File: config.mk
export PLATFORM = sky130hd
export DESIGN_NAME = mem_cmd_sequencer_flat
export DESIGN_NICKNAME = d
export VERILOG_FILES = /design/src/rtl/mem_cmd_sequencer_if.sv /design/src/rtl/mem_cmd_sequencer.sv /design/src/flat_wrapper.sv
export SDC_FILE = /design/constraint.sdc
export NUM_CORES = 1
export LEC_CHECK = 0
export ABC_CLOCK_PERIOD_IN_PS = 8500
export CAP_MARGIN = 0
export CORE_AREA = 2 2 189 191
export DETAILED_ROUTE_END_ITERATION = 16
export DIE_AREA = 0 0 191 193
export DONT_BUFFER_PORTS = 1
export PLACE_DENSITY = 0.69
export REMOVE_ABC_BUFFERS = 1
export SYNTH_ARGS = -nofsm -noshare
export SYNTH_HDL_FRONTEND = slang
export SYNTH_SLANG_ARGS = --single-unit
export TNS_END_PERCENT = 50
File: constraint.sdc
create_clock -name clk -period 8.5 [get_ports clk]
set_input_delay 1.275 -clock clk [delete_from_list [all_inputs] [get_ports clk]]
set_output_delay 1.275 -clock clk [all_outputs]
set_load 0.005 [all_outputs]
File: src/rtl/mem_cmd_sequencer_if.sv
// mem_cmd_sequencer_if
//  Groups the Avalon-MM slave port and the mem_top command port of
//  mem_cmd_sequencer.
//  Signals:
//    chipselect, write, read, address[2:0], writedata[31:0] : host -> sequencer
//    readdata[31:0]                                         : sequencer -> host
//    mem_control[31:0], mem_data[31:0], mem_start           : sequencer -> mem_top
//    mem_ready[31:0], mem_answer[31:0]                      : mem_top -> sequencer
//  Modports:
//    slave  : the sequencer side
//    master : the host + mem_top side (driver/testbench)
interface mem_cmd_sequencer_if;
  logic        chipselect;
  logic        write;
  logic        read;
  logic [2:0]  address;
  logic [31:0] writedata;
  logic [31:0] readdata;
  logic [31:0] mem_control;
  logic [31:0] mem_data;
  logic        mem_start;
  logic [31:0] mem_ready;
  logic [31:0] mem_answer;

  modport slave (
    input  chipselect, write, read, address, writedata, mem_ready, mem_answer,
    output readdata, mem_control, mem_data, mem_start
  );

  modport master (
    output chipselect, write, read, address, writedata, mem_ready, mem_answer,
    input  readdata, mem_control, mem_data, mem_start
  );
endinterface

File: src/rtl/mem_cmd_sequencer.sv
// mem_cmd_sequencer
//  Avalon-MM register front end and command sequencer for mem_top.
//  The host stages a control word (addr 0), then pushes {control, data}
//  into a command FIFO (addr 1). An FSM pops each command, drives it to
//  mem_top with a one-cycle mem_start, waits for mem_ready[0] and captures
//  mem_answer into the result register. STATUS (addr 2), RESULT (addr 3,
//  clears res_valid) and CLEAR (addr 4) complete the register map.
//  Ports:
//    clk   : system clock
//    reset : asynchronous, active-high
//    bus   : mem_cmd_sequencer_if.slave (Avalon slave + mem_top port)
//  Parameters:
//    DEPTH          : command FIFO entries, power of 2, >= 2
//    TIMEOUT_CYCLES : WAIT cycles before abort (timeout build only)
//  Build option:
//    MEMSEQ_TIMEOUT_EN : when defined, WAIT aborts after TIMEOUT_CYCLES with
//                        result 32'hFFFF_FFFF and sets the sticky timeout flag.
module mem_cmd_sequencer #(
  parameter int DEPTH          = 4,
  parameter int TIMEOUT_CYCLES = 1024
) (
  input  logic                clk,
  input  logic                reset,
  mem_cmd_sequencer_if.slave  bus
);

  localparam int AW = $clog2(DEPTH);
  localparam logic [AW:0] FULL_CNT = (AW+1)'(DEPTH);

  if ((DEPTH < 2) || ((DEPTH & (DEPTH - 1)) != 0)) begin : g_bad_depth
    $error("mem_cmd_sequencer: DEPTH must be a power of 2 and >= 2");
  end
  if (TIMEOUT_CYCLES < 1) begin : g_bad_timeout
    $error("mem_cmd_sequencer: TIMEOUT_CYCLES must be >= 1");
  end

  typedef struct packed {
    logic [31:0] ctrl;
    logic [31:0] data;
  } cmd_t;

  typedef enum logic [1:0] {IDLE, ISSUE, WAIT, CAPTURE} state_t;

  state_t state, state_nx;

  // host decode
  logic host_wr, host_rd;
  logic stage_wr, push_req, clear_wr, result_rd;
  assign host_wr   = bus.chipselect & bus.write;
  assign host_rd   = bus.chipselect & bus.read;
  assign stage_wr  = host_wr && (bus.address == 3'd0);
  assign push_req  = host_wr && (bus.address == 3'd1);
  assign clear_wr  = host_wr && (bus.address == 3'd4);
  assign result_rd = host_rd && (bus.address == 3'd3);

  logic [31:0] ctrl_stage;
  logic [31:0] mem_control_q, mem_data_q;
  logic [31:0] ans_hold, result;
  logic        res_valid, overflow, timeout_flag;

  // FIFO
  cmd_t          fifo_mem [DEPTH];
  logic [AW-1:0] wr_ptr, rd_ptr;
  logic [AW:0]   count;
  logic          full, empty, pop, push_ok, ovf_set;
  cmd_t          head;

  assign full    = (count == FULL_CNT);
  assign empty   = (count == '0);
  assign head    = fifo_mem[rd_ptr];
  // a pop in the same cycle frees the slot being written when full
  assign push_ok = push_req && (!full || pop);
  assign ovf_set = push_req && full && !pop;

  logic start, ans_load, capture;

`ifdef MEMSEQ_TIMEOUT_EN
  localparam int TW = $clog2(TIMEOUT_CYCLES + 1);
  localparam logic [TW-1:0] TO_LAST = TW'(TIMEOUT_CYCLES - 1);
  logic [TW-1:0] to_cnt;
  logic          to_hit;
`endif

  // FSM next state / control
  always_comb begin
    state_nx = state;
    pop      = 1'b0;
    start    = 1'b0;
    ans_load = 1'b0;
    capture  = 1'b0;
`ifdef MEMSEQ_TIMEOUT_EN
    to_hit   = 1'b0;
`endif
    case (state)
      IDLE: begin
        if (!empty) begin
          pop      = 1'b1;
          state_nx = ISSUE;
        end
      end
      ISSUE: begin
        start    = 1'b1;
        state_nx = WAIT;
      end
      WAIT: begin
        if (bus.mem_ready[0]) begin
          ans_load = 1'b1;
          state_nx = CAPTURE;
        end
`ifdef MEMSEQ_TIMEOUT_EN
        else if (to_cnt == TO_LAST) begin
          to_hit   = 1'b1;
          state_nx = CAPTURE;
        end
`endif
      end
      CAPTURE: begin
        // a RESULT read this cycle frees the register for the new answer
        if (!res_valid || result_rd) begin
          capture  = 1'b1;
          state_nx = IDLE;
        end
      end
      default: state_nx = IDLE;
    endcase
  end

  always_ff @(posedge clk or posedge reset) begin
    if (reset) state <= IDLE;
    else       state <= state_nx;
  end

  // FIFO storage is not reset; count/pointers define validity
  always_ff @(posedge clk) begin
    if (push_ok) fifo_mem[wr_ptr] <= '{ctrl: ctrl_stage, data: bus.writedata};
  end

  always_ff @(posedge clk or posedge reset) begin
    if (reset) begin
      wr_ptr <= '0;
      rd_ptr <= '0;
      count  <= '0;
    end else begin
      if (push_ok) wr_ptr <= wr_ptr + 1'b1;
      if (pop)     rd_ptr <= rd_ptr + 1'b1;
      case ({push_ok, pop})
        2'b10:   count <= count + 1'b1;
        2'b01:   count <= count - 1'b1;
        default: count <= count;
      endcase
    end
  end

  // datapath / flags
  always_ff @(posedge clk or posedge reset) begin
    if (reset) begin
      ctrl_stage    <= '0;
      mem_control_q <= '0;
      mem_data_q    <= '0;
      ans_hold      <= '0;
      result        <= '0;
      res_valid     <= 1'b0;
      overflow      <= 1'b0;
    end else begin
      if (stage_wr) ctrl_stage <= bus.writedata;
      if (pop) begin
        mem_control_q <= head.ctrl;
        mem_data_q    <= head.data;
      end
      // hold the answer so mem_top may drop ready while CAPTURE stalls
      if (ans_load) ans_hold <= bus.mem_answer;
`ifdef MEMSEQ_TIMEOUT_EN
      if (to_hit)   ans_hold <= 32'hFFFF_FFFF;
`endif
      if (capture) begin
        result    <= ans_hold;
        res_valid <= 1'b1;
      end else if (result_rd) begin
        res_valid <= 1'b0;
      end
      if (ovf_set)                          overflow <= 1'b1;
      else if (clear_wr && bus.writedata[2]) overflow <= 1'b0;
    end
  end

`ifdef MEMSEQ_TIMEOUT_EN
  always_ff @(posedge clk or posedge reset) begin
    if (reset) begin
      to_cnt       <= '0;
      timeout_flag <= 1'b0;
    end else begin
      if (state == WAIT) to_cnt <= to_cnt + 1'b1;
      else               to_cnt <= '0;
      if (to_hit)                            timeout_flag <= 1'b1;
      else if (clear_wr && bus.writedata[3]) timeout_flag <= 1'b0;
    end
  end
`else
  assign timeout_flag = 1'b0;
`endif

  // register read
  logic [31:0] status;
  always_comb begin
    status      = '0;
    status[0]   = res_valid;
    status[1]   = (state != IDLE);
    status[2]   = overflow;
    status[3]   = timeout_flag;
    status[7:4] = 4'(count);
    status[8]   = full;
  end

  logic [31:0] readdata_q;
  always_ff @(posedge clk or posedge reset) begin
    if (reset) begin
      readdata_q <= '0;
    end else if (host_rd) begin
      case (bus.address)
        3'd2:    readdata_q <= status;
        3'd3:    readdata_q <= result;
        default: readdata_q <= '0;
      endcase
    end
  end

  logic unused_ready;
  assign unused_ready = ^bus.mem_ready[31:1];

  assign bus.readdata    = readdata_q;
  assign bus.mem_control = mem_control_q;
  assign bus.mem_data    = mem_data_q;
  assign bus.mem_start   = start;

endmodule
File: src/flat_wrapper.sv
// flat-port wrapper written by rule: the top's interface ports become plain ports
module mem_cmd_sequencer_flat 
#(
  parameter int DEPTH          = 4,
  parameter int TIMEOUT_CYCLES = 1024
)
  (clk, reset, bus_chipselect, bus_write, bus_read, bus_address, bus_writedata, bus_mem_ready, bus_mem_answer, bus_readdata, bus_mem_control, bus_mem_data, bus_mem_start);
  mem_cmd_sequencer_if bus_i ();
  input  logic clk;
  input  logic reset;
  input wire logic [$bits(bus_i.chipselect)-1:0] bus_chipselect;
  input wire logic [$bits(bus_i.write)-1:0] bus_write;
  input wire logic [$bits(bus_i.read)-1:0] bus_read;
  input wire logic [$bits(bus_i.address)-1:0] bus_address;
  input wire logic [$bits(bus_i.writedata)-1:0] bus_writedata;
  input wire logic [$bits(bus_i.mem_ready)-1:0] bus_mem_ready;
  input wire logic [$bits(bus_i.mem_answer)-1:0] bus_mem_answer;
  output wire logic [$bits(bus_i.readdata)-1:0] bus_readdata;
  output wire logic [$bits(bus_i.mem_control)-1:0] bus_mem_control;
  output wire logic [$bits(bus_i.mem_data)-1:0] bus_mem_data;
  output wire logic [$bits(bus_i.mem_start)-1:0] bus_mem_start;
  assign bus_i.chipselect = bus_chipselect;
  assign bus_i.write = bus_write;
  assign bus_i.read = bus_read;
  assign bus_i.address = bus_address;
  assign bus_i.writedata = bus_writedata;
  assign bus_i.mem_ready = bus_mem_ready;
  assign bus_i.mem_answer = bus_mem_answer;
  assign bus_readdata = bus_i.readdata;
  assign bus_mem_control = bus_i.mem_control;
  assign bus_mem_data = bus_i.mem_data;
  assign bus_mem_start = bus_i.mem_start;
  mem_cmd_sequencer #(.DEPTH(DEPTH), .TIMEOUT_CYCLES(TIMEOUT_CYCLES)) u_core (.clk(clk), .reset(reset), .bus(bus_i));
endmodule
==> results.md <==
* Status: complete, no violations
* Largest area contributor in the netlist: edfxtp_1
* Slowest Stage Delay on Critical Path at 860 ps
* PortBufs at 0
* Cts bufs inserted at 45
* Fill cells at 2,723
* R2r worst-path depth at 6
* Sequential Area at 12,800 um^2
* GR Overflow Total at 0
* Cell breakdown of the critical path: nand3b_2, nor3b_4, and2_4, buf_4
* Req. time, crit path at 8670 ps
* Worst Setup End Kind: flop
* Initial Utilization at 50.3%
* FF-to-FF setup slack at 5630 ps
* Syn-to-layout area delta at 11.3%
* Kind of critical path: input pin to flop
* Clk root buf: clkbuf_16
* Synth top area cells: edfxtp_1 44%, dfrtp_1 29%, mux4_2 8.2%
* DRC Markers at 0
* Buf/Inv on CP at 1
* Wire per inst at 21.6 um
* Layout cells sized above 1 at 20.6%
* CTS Hold Bufs at 0
* Placed cell areas at 18,000 um^2
* Synth Area per Inst at 16.4 um^2
* Worst hold stages at 2
* Final Hold Viols at 0
* Via density at 5.64
* Unrepaired setup endpoints after global routing: no
* Setup TNS at 0 ps
* Overall routing resource usage at 18.7%
* Gpl congestion at 0.735
* Clk buf depth at 3
* Most numerous cell in the Yosys netlist: edfxtp_1
* Drt total wl at 33,900 um
* Placed Cells at 1,486
* Worst path arrival time at 3920 ps
* Cell area after layout at 19,600 um^2
* Vias in the first global route at 8,955
* Worst skew pair latency at 560 ps
* Capturing point of the worst reg2reg path: u_core.fifo_mem[1][55]$_DFFE_PP_
* Reg2reg start: u_core.state[1]$_DFFE_PP0P_
* YS warnings at 0
* Post-synth ARST share at 44.2%
* Top layer in use: met4
* Core ar. at 35,000 um^2
* Slew Viols, Final at 0
* Clk_skew at 22.4 ps
* DR iter-0 viols at 630
* Wl on met1 at 14,400 um
* Die area at 36,900 um^2
* VDD IR max at 0.185 mV
* Synth Instances at 1,074
* DR WL met3 at 2100 um
* Largest net degree at the start of global routing at 97
* Crit-path leading delay family: simple AND/OR/NAND/NOR gates
* Seq/Total Area, Yosys at 72.6%
* Mapped Area at 17,600 um^2
* Vias at 8,856
* Synth top cells by count: 256 x edfxtp_1, 229 x nand2_1, 203 x dfrtp_1
* Non-filler instance count after layout at 1,571
* Area of the multi-input gates at 4520 um^2
* Routed Antenna Nets at 0
* Worst-margin pin slew at 1140 ps
* Row cnt at 69
* Number of I/O pins at 201
* Ys flop type: edfxtp_1
* Setup Buffers After CTS at 0
* H-tree levels at 2
* CTS sink count at 459
* Worst Setup Start Kind: input pin
* Worst hold path type: flop to flop
* Horiz. Die Dim at 191 um
* HP Start: u_core.bus.mem_control[29]$_DFFE_PP0P_
* Final period utilization at 44.0%
* Detailed placer's ending HPWL at 18,200 um
* Slew HR at 24.2%
* Max Cap Viol at 0
* Final nets at 1,186
* Worst Hold Endpoint: u_core.bus.mem_control[29]$_DFFE_PP0P_
* Share of the synthesized area in the top cell type at 43.7%
* Distinct cell type count of the synthesized netlist at 41
* Setup violators final at 0
* EDFF count, synth at 256
* PD cells at 332 nW/um^2
* LEAKAGE at 7.43 nW
* Fmax at 267 MHz
* #FFs+latches synth at 459
* CTS tree: built
* Metal2 WL at 16,700 um
* Initial antenna violation count at 0
* Crit Path Max Fanout at 47
* Slowest CP cell: nand3b_2
* First-pass GRT wire length at 52,700 um
* Die Ht at 193 um
* Cts repair resizes at 0
* DRT Pass-1 Iters at 5
* Worst-path clk slew at 60 ps
* Minimum clock period at 3740 ps
==> worst max-delay path by stage <==
| stage | end | cells past startpoint | slack [ps] | from |
|---|---|---|---|---|
| 2_1_floorplan | u_core.count[2]$_DFFE_PP0P_ | 8 | 1560 | u_core.count[0]$_DFFE_PP0P_ |
| 3_3_place_gp | u_core.fifo_mem[0][50]$_DFFE_PP_ | 4 | 4180 | bus_address[2] |
| 3_5_place_dp | u_core.fifo_mem[0][43]$_DFFE_PP_ | 4 | 4160 | bus_address[2] |
| 4_1_cts | u_core.fifo_mem[0][23]$_DFFE_PP_ | 4 | 4750 | bus_address[2] |
| 5_1_grt | u_core.fifo_mem[0][16]$_DFFE_PP_ | 4 | 4610 | bus_address[2] |
| 6_report | u_core.fifo_mem[1][55]$_DFFE_PP_ | 4 | 4760 | bus_address[2] |
==> cell families (layout without fill, tap and decap cells) <==
kind of cell	count (synthesis)	count (layout)	share of synthesized area [%]
muxes	130	130	12.4
and+or+nand+nor	289	289	7.18
other	0	1	0
buffers and inverters	73	108	1.87
DFF	459	459	72.6
AOI/OAI and AO/OA	107	107	4.81
adders and majority gates	10	10	0.755
xor gates and xnor gates	6	6	0.299
==> where the power goes <==
part	internal, mW	total [mW]	switching, mW
combinational	0.655	1.33	0.678
sequential	2.76	3.14	0.375
clock	1.21	2.03	0.818
==> layer usage <==
| metal | track usage (%) | vias up |
|---|---|---|
| li1 | - | 3994 |
| met1 | 25.6 | 4560 |
| met2 | 30.3 | 243 |
| met3 | 4.14 | 59 |
| met4 | 5.40 | 0 |
| met5 | 0 | - |
==> worst min-delay path, delay by kind of cell (launching register included) <==
kind | cells | cell delay (ps)
AND/OR/NAND/NOR | 2 | 120
flip-flops | 1 | 360
==> stage by stage <==
step	hold WS, ps	setup slack, ps	utilization (%)	power, mW
2_1_floorplan	463	1560	-	4.17
3_3_place_gp	482	4180	51.5	4.49
3_5_place_dp	490	4160	51.5	4.54
4_1_cts	504	4750	55.9	6.57
5_1_grt	519	4610	55.9	6.85
6_report	499	4760	55.9	6.50
==> cells in the final DEF (no fill, tap or decap), types with 3 or more instances in the layout <==
| master | count |
|---|---|
| mux2_2 | 63 |
| o21ai_0 | 3 |
| clkbuf_8 | 10 |
| a221o_1 | 7 |
| edfxtp_1 | 256 |
| and2_4 | 4 |
| clkinv_1 | 5 |
| clkbuf_16 | 46 |
| xnor2_1 | 4 |
| dfrtp_1 | 201 |
| inv_1 | 9 |
| clkbuf_1 | 11 |
| buf_4 | 13 |
| nand2_1 | 229 |
| o211ai_1 | 65 |
| a22o_1 | 25 |
| bufinv_16 | 4 |
| mux4_2 | 64 |
| nand2b_1 | 33 |
| nor3_1 | 4 |
| clkinv_2 | 6 |
| ha_1 | 8 |
==> registers in the layout, summed over array words and instances (netlist names) <==
name,flops
u_core.bus.mem_data,32
u_core.ans_hold,32
u_core.fifo_mem,256
u_core.res_valid,1
u_core.bus.readdata,32
u_core.rd_ptr,2
u_core.ctrl_stage,32
u_core.wr_ptr,2
u_core.overflow,1
u_core.state,2
u_core.result,32
u_core.bus.mem_control,32
u_core.count,3
==> layout make-up <==
class / instances / area share, %
clock buffer: 67 / 6.80
inverter: 11 / 0.250
clock inverter: 17 / 1.05
tap: 461 / 2.95
timing repair buffer: 13 / 0.499
antenna: 1 / 0.0128
multi-input combinational: 542 / 23.1
sequential: 459 / 65.3
(Power assumes the default switching activity.)
